File: src/rtl/i2c_target.sv
// I2C target: fixed 7-bit address, 8-bit auto-incrementing register pointer, one-clk byte strobes to a local register port.
// Latency: bus events act 3 clk after the pad edge (clk >= 16x SCL); no backpressure, the local port must take a strobe every clk.
module i2c_target #(
    parameter logic [6:0] TARGET_ADDR = 7'h49
) (
    input  logic       clk,
    input  logic       rst,
    input  logic       scl,
    input  logic       sda_in,
    output logic       sda_oe,
    output logic [7:0] reg_addr,
    output logic [7:0] reg_wdata,
    output logic       reg_wr,
    output logic       reg_rd,
    input  logic [7:0] reg_rdata,
    output logic       busy
);

    typedef enum logic [2:0] {
        IDLE,
        ADDR,
        PTR,
        WDATA,
        READ,
        IDLE_WAIT
    } state_t;

    state_t     state;
    state_t     state_nxt;
    logic       scl_m;
    logic       scl_s;
    logic       scl_h;
    logic       sda_m;
    logic       sda_s;
    logic       sda_h;
    logic       scl_rise;
    logic       scl_fall;
    logic       start_det;
    logic       stop_det;
    logic [3:0] bit_cnt;
    logic [3:0] bit_cnt_nxt;
    logic [7:0] shreg;
    logic [7:0] shreg_nxt;
    logic [7:0] tx;
    logic [7:0] tx_nxt;
    logic [7:0] ptr;
    logic [7:0] ptr_nxt;
    logic [7:0] reg_addr_nxt;
    logic [7:0] reg_wdata_nxt;
    logic [7:0] byte_in;
    logic       sda_oe_nxt;
    logic       busy_nxt;
    logic       reg_wr_nxt;
    logic       reg_rd_nxt;
    logic       rd_dly;

    // Synchronisers reset to the idle-bus level so no false edge follows reset.
    always_ff @(posedge clk) begin
        if (rst) begin
            scl_m <= 1'b1;
            scl_s <= 1'b1;
            scl_h <= 1'b1;
            sda_m <= 1'b1;
            sda_s <= 1'b1;
            sda_h <= 1'b1;
        end else begin
            scl_m <= scl;
            scl_s <= scl_m;
            scl_h <= scl_s;
            sda_m <= sda_in;
            sda_s <= sda_m;
            sda_h <= sda_s;
        end
    end

    assign scl_rise  = scl_s & ~scl_h;
    assign scl_fall  = ~scl_s & scl_h;
    assign start_det = scl_s & scl_h & sda_h & ~sda_s;
    assign stop_det  = scl_s & scl_h & ~sda_h & sda_s;
    assign byte_in   = {shreg[6:0], sda_s};

    always_ff @(posedge clk) begin
        if (rst) begin
            state     <= IDLE;
            bit_cnt   <= 4'd0;
            shreg     <= 8'h00;
            tx        <= 8'h00;
            ptr       <= 8'h00;
            reg_addr  <= 8'h00;
            reg_wdata <= 8'h00;
            sda_oe    <= 1'b0;
            busy      <= 1'b0;
            reg_wr    <= 1'b0;
            reg_rd    <= 1'b0;
            rd_dly    <= 1'b0;
        end else begin
            state     <= state_nxt;
            bit_cnt   <= bit_cnt_nxt;
            shreg     <= shreg_nxt;
            tx        <= tx_nxt;
            ptr       <= ptr_nxt;
            reg_addr  <= reg_addr_nxt;
            reg_wdata <= reg_wdata_nxt;
            sda_oe    <= sda_oe_nxt;
            busy      <= busy_nxt;
            reg_wr    <= reg_wr_nxt;
            reg_rd    <= reg_rd_nxt;
            rd_dly    <= reg_rd;
        end
    end

    // bit_cnt: 0..7 bits seen, 8 = byte done / ACK pending, 9 = inside the ACK slot.
    always_comb begin
        state_nxt     = state;
        bit_cnt_nxt   = bit_cnt;
        shreg_nxt     = shreg;
        tx_nxt        = rd_dly ? reg_rdata : tx;
        ptr_nxt       = ptr;
        reg_addr_nxt  = reg_addr;
        reg_wdata_nxt = reg_wdata;
        sda_oe_nxt    = sda_oe;
        busy_nxt      = busy;
        reg_wr_nxt    = 1'b0;
        reg_rd_nxt    = 1'b0;
        if (stop_det) begin
            state_nxt   = IDLE;
            bit_cnt_nxt = 4'd0;
            sda_oe_nxt  = 1'b0;
            busy_nxt    = 1'b0;
        end else if (start_det) begin
            state_nxt   = ADDR;
            bit_cnt_nxt = 4'd0;
            shreg_nxt   = 8'h00;
            sda_oe_nxt  = 1'b0;
        end else begin
            case (state)
                IDLE, IDLE_WAIT: begin
                    sda_oe_nxt = 1'b0;
                end
                ADDR, PTR, WDATA: begin
                    if (scl_rise && bit_cnt < 4'd8) begin
                        shreg_nxt   = byte_in;
                        bit_cnt_nxt = bit_cnt + 4'd1;
                        if (bit_cnt == 4'd7) begin
                            if (state == ADDR) begin
                                if (byte_in[7:1] == TARGET_ADDR) begin
                                    busy_nxt = 1'b1;
                                end else begin
                                    state_nxt   = IDLE;
                                    bit_cnt_nxt = 4'd0;
                                end
                            end else if (state == PTR) begin
                                ptr_nxt = byte_in;
                            end else begin
                                reg_wr_nxt    = 1'b1;
                                reg_addr_nxt  = ptr;
                                reg_wdata_nxt = byte_in;
                                ptr_nxt       = ptr + 8'd1;
                            end
                        end
                    end else if (scl_fall && bit_cnt == 4'd8) begin
                        sda_oe_nxt  = 1'b1;
                        bit_cnt_nxt = 4'd9;
                        // Fetch the first read byte while the ACK slot runs.
                        if (state == ADDR && shreg[0]) begin
                            reg_rd_nxt   = 1'b1;
                            reg_addr_nxt = ptr;
                        end
                    end else if (scl_fall && bit_cnt == 4'd9) begin
                        sda_oe_nxt  = 1'b0;
                        bit_cnt_nxt = 4'd0;
                        if (state == ADDR) begin
                            if (shreg[0]) begin
                                state_nxt  = READ;
                                sda_oe_nxt = ~tx[7];
                                tx_nxt     = {tx[6:0], 1'b0};
                            end else begin
                                state_nxt = PTR;
                            end
                        end else begin
                            state_nxt = WDATA;
                        end
                    end
                end
                READ: begin
                    if (scl_rise) begin
                        if (bit_cnt < 4'd8) begin
                            bit_cnt_nxt = bit_cnt + 4'd1;
                        end else if (bit_cnt == 4'd8) begin
                            if (!sda_s) begin
                                ptr_nxt      = ptr + 8'd1;
                                reg_rd_nxt   = 1'b1;
                                reg_addr_nxt = ptr + 8'd1;
                                bit_cnt_nxt  = 4'd9;
                            end else begin
                                state_nxt   = IDLE_WAIT;
                                sda_oe_nxt  = 1'b0;
                                bit_cnt_nxt = 4'd0;
                            end
                        end
                    end else if (scl_fall) begin
                        if (bit_cnt == 4'd8) begin
                            sda_oe_nxt = 1'b0;
                        end else if (bit_cnt != 4'd0) begin
                            sda_oe_nxt = ~tx[7];
                            tx_nxt     = {tx[6:0], 1'b0};
                            if (bit_cnt == 4'd9) begin
                                bit_cnt_nxt = 4'd0;
                            end
                        end
                    end
                end
                default: begin
                    state_nxt  = IDLE;
                    sda_oe_nxt = 1'b0;
                end
            endcase
        end
    end

endmodule

File: config.mk
export PLATFORM = sky130hd
export DESIGN_NAME = i2c_target
export DESIGN_NICKNAME = d
export VERILOG_FILES = /design/src/rtl/i2c_target.sv
export SDC_FILE = /design/constraint.sdc
export NUM_CORES = 1
export LEC_CHECK = 0
export ABC_AREA = 1
export CAP_MARGIN = 10
export CORE_ASPECT_RATIO = 0.8
export CORE_MARGIN = 4
export CORE_UTILIZATION = 40
export DETAILED_ROUTE_END_ITERATION = 6
export SLEW_MARGIN = 20
export SYNTH_ARGS = -nofsm -noshare
export SYNTH_HDL_FRONTEND = slang
export SYNTH_SLANG_ARGS = --single-unit
File: constraint.sdc
create_clock -name clk -period 2 [get_ports clk]
set_clock_uncertainty 0.2 [all_clocks]
set_input_delay 0.4 -clock clk [delete_from_list [all_inputs] [get_ports clk]]
set_output_delay 0.4 -clock clk [all_outputs]
set_load 0.01 [all_outputs]
Yosys cells after proc, flatten, opt, wreduce, memory -nomap -nowiden
Index checks and enable logic that the tools add are counted.
{ "word_totals": {"reg_bits": 57, "output_inout_bits": 20} }
{ "op_classes": {"add_sub_neg": 2, "n_lt_le_gt_ge": 1, "n_eq_ne": 48, "muxes": 83, "bitwise_logic": 20, "n_reduce_logical": 23} }
{ "op_table": {"columns": ["op", "n"], "rows": [
  ["two-way mux 8 bit", 26],
  ["inequality test 3 bit (second input constant)", 22],
  ["two-way mux 4 bit", 14],
  ["one-hot mux 8 bit (2 select lines)", 3],
  ["two-way mux 3 bit", 12],
  ["AND reduction 10 bit", 3],
  ["inequality test 4 bit (second input constant)", 7],
  ["two-way mux 1 bit", 21],
  ["two-way mux 7 bit", 3],
  ["AND reduction 7 bit", 3],
  ["inequality test 2 bit (second input constant)", 10],
  ["NOT 1 bit", 13],
  ["AND reduction 12 bit", 1],
  ["one-hot mux 3 bit (3 select lines)", 1],
  ["adder 8 x 1 -> 8 bit (second input constant)", 1],
  ["== test 4 bit (second input constant)", 2],
  ["one-hot mux 4 bit (2 select lines)", 1],
  ["AND 1 bit", 7],
  ["== test 7 bit (second input constant)", 1],
  ["OR reduction 7 bit", 1],
  ["== test 3 x 2 -> 1 bit (second input constant)", 2],
  ["== test 3 bit (second input constant)", 2],
  ["AND reduction 6 bit", 1],
  ["nonzero test 2 bit", 3],
  ["other kinds (11)", 17]
]} }

Longest topological paths before layout
{ "logic_depth": {"depth_word": 9, "depth_mapped": 13} }

Worst setup path before layout
No wires, ideal clock.
{ "synth_path": {"path_type": "register to register", "start": "reg bit_cnt[0]", "end": "reg reg_addr[5]", "setup_ps": 111, "t_arrival_ps": 1471, "setup_slack_ps": 217, "stages_incl_launch_ff": 11, "path_buffers": 1, "synth_period_minus_slack_ps": 1783, "cell_sequence": "dfxtp_1 -> inv_1 -> ha_1 -> nand3_4 -> nor2_4 -> inv_1 -> o21ai_1 -> nand3_2 -> buf_6 -> nor2_1 -> nor2_1"} }
{ "synth_between": {"elab_chain_len": 4, "elab_cells_between_ends": 15, "cone_classes": "1 x order compare; 9 x eq/ne; 2 x mux; 3 x reduce/logical"} }
{ "synth_rtl": {"columns": ["element", "line", "text"], "rows": [
  ["from (decl)", "40", "logic [3:0] bit_cnt;"],
  ["from (signal assigned)", "98", "bit_cnt <= bit_cnt_nxt;"],
  ["< comparator 4 bit / == test 4 bit (equally long branches)", null, null],
  ["logical AND 1 bit, on equally long branches", "141, 161", null],
  ["inequality test 3 bit (no source line) / two-way mux 8 bit (equally long branches)", null, null],
  ["AND reduction 12 bit (no source line) / one-hot mux 8 bit (2 select lines) (equally long branches)", null, null],
  ["to (signal assigned)", "102", "reg_addr <= reg_addr_nxt;"],
  ["to (decl)", "11", "output logic [7:0] reg_addr,"]
]} }
Parallel ways exist; a longest one is shown, timed or not.
A chain may end at the register's enable or synchronous reset.

Worst setup path after layout
{ "layout_path": {"start": "reg scl_s", "end": "reg bit_cnt[1]"} }
{ "layout_between": {"elab_chain_len": 6, "elab_cells_between_ends": 23, "cone_classes": "6 x eq/ne; 4 x mux; 8 x bitwise; 5 x reduce/logical"} }
{ "layout_rtl": {"columns": ["element", "line", "text"], "rows": [
  ["from (decl)", "31", "logic scl_s;"],
  ["from (signal assigned)", "68", "scl_s <= scl_m;"],
  ["NOT 1 bit", "77", "assign scl_fall = ~scl_s & scl_h;"],
  ["AND 1 bit", "77", null],
  ["logical AND 1 bit", "161", "end else if (scl_fall && bit_cnt == 4'd8) begin"],
  ["two-way mux 4 bit", "161", null],
  ["two-way mux 4 bit", "141", "if (scl_rise && bit_cnt < 4'd8) begin"],
  ["one-hot mux 4 bit (2 select lines)", "136", "case (state)"]
]} }
Parallel ways exist; a longest one is shown, timed or not.

==> impl_metrics.json <==
{
  "syn-cell-area_mm2": 0.00304,
  "outcome": "finished clean",
  "p_sw_frac": 0.445,
  "slowest_delay_ns": 0.37,
  "combPwrFrac": 0.492,
  "synth-async-reset-ratio": 0,
  "portBuffers": 31,
  "wl_per_cell_um": 12.7,
  "crit_cells": 10,
  "cts_root_buffer": "clkbuf_8",
  "crit_start": "scl_s",
  "hp-class": "flop to flop",
  "io_pins": 32,
  "yosysWarnings": 0,
  "synth_top_flop_cell": "dfxtp_1",
  "routed_wl_um": 7610,
  "cp.required_ns": 2.03,
  "path_max_fanout": 7,
  "min_period_ns": 1.92,
  "synthCells": 442,
  "reg2reg_depth": 10,
  "cts.sinks": 57,
  "finalPower_uw": 5380,
  "finalSetupTns_ns": 0,
  "max_freq_mhz": 520,
  "fin_hold_ws_ns": 0.210,
  "grt_max_degree": 17,
  "cts_buffers": 9,
  "clockBufferDepth": 2,
  "cts_tree": "built",
  "internal_power_uw": 2990,
  "drv_slew": 0,
  "arrival_ns": 1.96,
  "worst_setup_path_end_kind": "flop",
  "dp_cells": 580,
  "grt_pass1_wl_um": 12500,
  "grt_pass1_vias": 2658,
  "fp-row-count": 28,
  "path_cells": "ha_2 > inv_4 > nor2_8 > inv_2 > nand2_2 > inv_1 > nand3_1 > nand3_2 > o21ai_0 > nor2_1",
  "p_leak_uw": 0.00155,
  "slowest_stage": "dfxtp_1",
  "syn_to_final_growth_pct": 26.7,
  "post-route-period-util": 0.961,
  "grt.overflow.total": 0,
  "drv_cap": 0,
  "stdcell_count": 598,
  "clk_pin_slew_ns": 0.07,
  "place_hpwl_um": 5620,
  "chipWidth_um": 105,
  "yosysSeqAreaShare": 0.376,
  "pwr_density_cell_mw_per_mm2": 1400,
  "clock_latency_ns": 0.34,
  "ff2ff_setup_slack_ns": 0.08,
  "dr.pass1.iters": 4,
  "power_frac_clock": 0.222,
  "start_util": 0.411,
  "synth_fp_nets": 461,
  "drive_gt1_frac": 0.176,
  "worstSetupPathType": "flop to flop",
  "fill_cells": 760,
  "power.net_switching_uw": 2390,
  "r2r-end": "bit_cnt[1]",
  "post-route-drc-count": 0,
  "core-area_mm2": 0.00739,
  "hold_viol": 0,
  "num_vias": 2906,
  "n_antenna_cell": 0,
  "ant_nets": 0,
  "synth_area_per_cell_um2": 6.87,
  "synth_cell_types": 35,
  "peakVddDrop_mv": 0.580,
  "nNetsFinal": 507,
  "die_h_um": 85.9,
  "detail_route.iter0.violations": 157,
  "r2r-start": "scl_s",
  "startpoint_type": "flop",
  "setup_viol": 0,
  "die-area_mm2": 0.00906,
  "ys_seq_elements": 57,
  "synth-edff-count": 0,
  "place_congestion": 0.930,
  "max-slew-margin-rel": 0.700,
  "power_frac_seq": 0.286,
  "worst_slew_pin_slew_ns": 0.449,
  "cts-htree-levels": 3,
  "drt-vias-per-instance": 4.86,
  "antenna_found_initial": 0,
  "critPathTopFamily": "simple AND/OR/NAND/NOR gates",
  "worst-path-buf-inv": 3,
  "endpoint": "bit_cnt[1]",
  "grt_use_total": 0.173
}
[cells in the mapped netlist, types with 7 or more instances]
| cell type | n | area, µm² |
|---|---|---|
| nand2_1 | 101 | 379 |
| dfxtp_1 | 57 | 1140 |
| nor2_1 | 54 | 203 |
| o21ai_0 | 41 | 205 |
| inv_1 | 40 | 150 |
| a21oi_1 | 34 | 170 |
| nand3_1 | 32 | 160 |
| nor2_2 | 9 | 56.3 |
| inv_2 | 8 | 30.0 |
| ha_1 | 7 | 87.6 |
| o21ai_1 | 7 | 35.0 |
[flip-flops by register name (all words and copies together), names as in the netlist, 3 cells and up]
signal / count
reg_wdata: 8
state: 3
reg_addr: 8
shreg: 7
bit_cnt: 4
tx: 8
ptr: 8
[per-layer routing]
metal  share of wire  wire [µm]  track usage  vias up
met1            0.53       4010        0.244     1283
met2            0.39       2980        0.242       79
met3           0.069        525       0.0602       13
met5               0          0            0        -
li1                -          -            -     1531
met4           0.014        103       0.0620        0
[area by class of cell]
| cell class | instances | area [µm²] | share of cell area |
|---|---|---|---|
| tap | 105 | 131 | 0.0341 |
| timing repair buffer | 45 | 415 | 0.108 |
| multi-input combinational | 327 | 1760 | 0.456 |
| inverter | 48 | 185 | 0.0481 |
| clock inverter | 7 | 93.8 | 0.0244 |
| sequential | 57 | 1140 | 0.297 |
| clock buffer | 9 | 124 | 0.0322 |
[metrics by stage]
| stage | cell area [µm²] | setup slack, ns | util |
|---|---|---|---|
| 6_report | 3850 | 0.0772 | 0.521 |
| 5_1_grt | 3850 | -0.0226 | 0.521 |
| 4_1_cts | 3730 | 0.00889 | 0.505 |
| 3_5_place_dp | 3510 | -0.0457 | 0.475 |
| 3_3_place_gp | 3510 | -0.0231 | 0.475 |
| 2_1_floorplan | 3040 | 0.217 | - |
[worst min path at each step]
stage,from,to,slack [ns],depth (start not counted)
detailed placement,sda_m,sda_s,0.19,1
global route,sda_m,sda_s,0.22,1
global placement,sda_m,sda_s,0.19,1
finish,sda_m,sda_s,0.21,1
floorplan,scl_m,scl_s,0.19,1
CTS,sda_m,sda_s,0.21,1
[timing repair]
| item | in CTS | in global routing |
|---|---|---|
| endpoints found under the setup margin | 8 | 42 |
| gates resized for setup | 1 | 28 |
| pin swaps | 0 | 5 |
| buffers inserted | 0 | 1 |
| gates cloned | 0 | 1 |
| hold buffers | 0 | 0 |
[cell families (layout without fill, tap and decap cells)]
group	Yosys count	in the layout	synth area share
buffers and inverters	59	109	0.0820
adders and majority gates	7	7	0.0288
muxes	1	1	0.00330
xor gates and xnor gates	5	5	0.0144
DFF	57	57	0.376
and+or+nand+nor	223	224	0.340
AOI/OAI and AO/OA	90	90	0.156
[layout by cell type, fill, tap and decap left out, types with 2 or more instances in the layout]
master	count
a211oi_1	2
a21oi_1	33
a21oi_2	2
buf_4	14
bufinv_16	2
clkbuf_8	9
clkdlybuf4s50_1	31
clkinv_2	2
clkinvlp_4	2
dfxtp_1	54
dfxtp_2	3
ha_1	4
ha_2	2
inv_1	39
inv_2	7
inv_4	2
nand2_1	99
nand2_2	5
nand2_4	3
nand3_1	30
nand3_2	5
nand3_4	2
nand4_1	4
nor2_1	52
nor2_2	6
nor2_4	9
nor3_1	3
o21ai_0	40
o21ai_1	5
o21ai_2	3
or2_2	4
xnor2_1	3
xor2_1	2
[power by group through the flow]
stage / Combinational, µW / Sequential [µW] / Clock (µW)
5_1_grt: 2950 / 1560 / 1280
4_1_cts: 2330 / 1530 / 1230
6_report: 2650 / 1540 / 1200
2_1_floorplan: 1810 / 1500 / 0
3_5_place_dp: 2300 / 1550 / 0
3_3_place_gp: 2290 / 1550 / 0
Note: power is estimated with default switching activity, not from simulation.
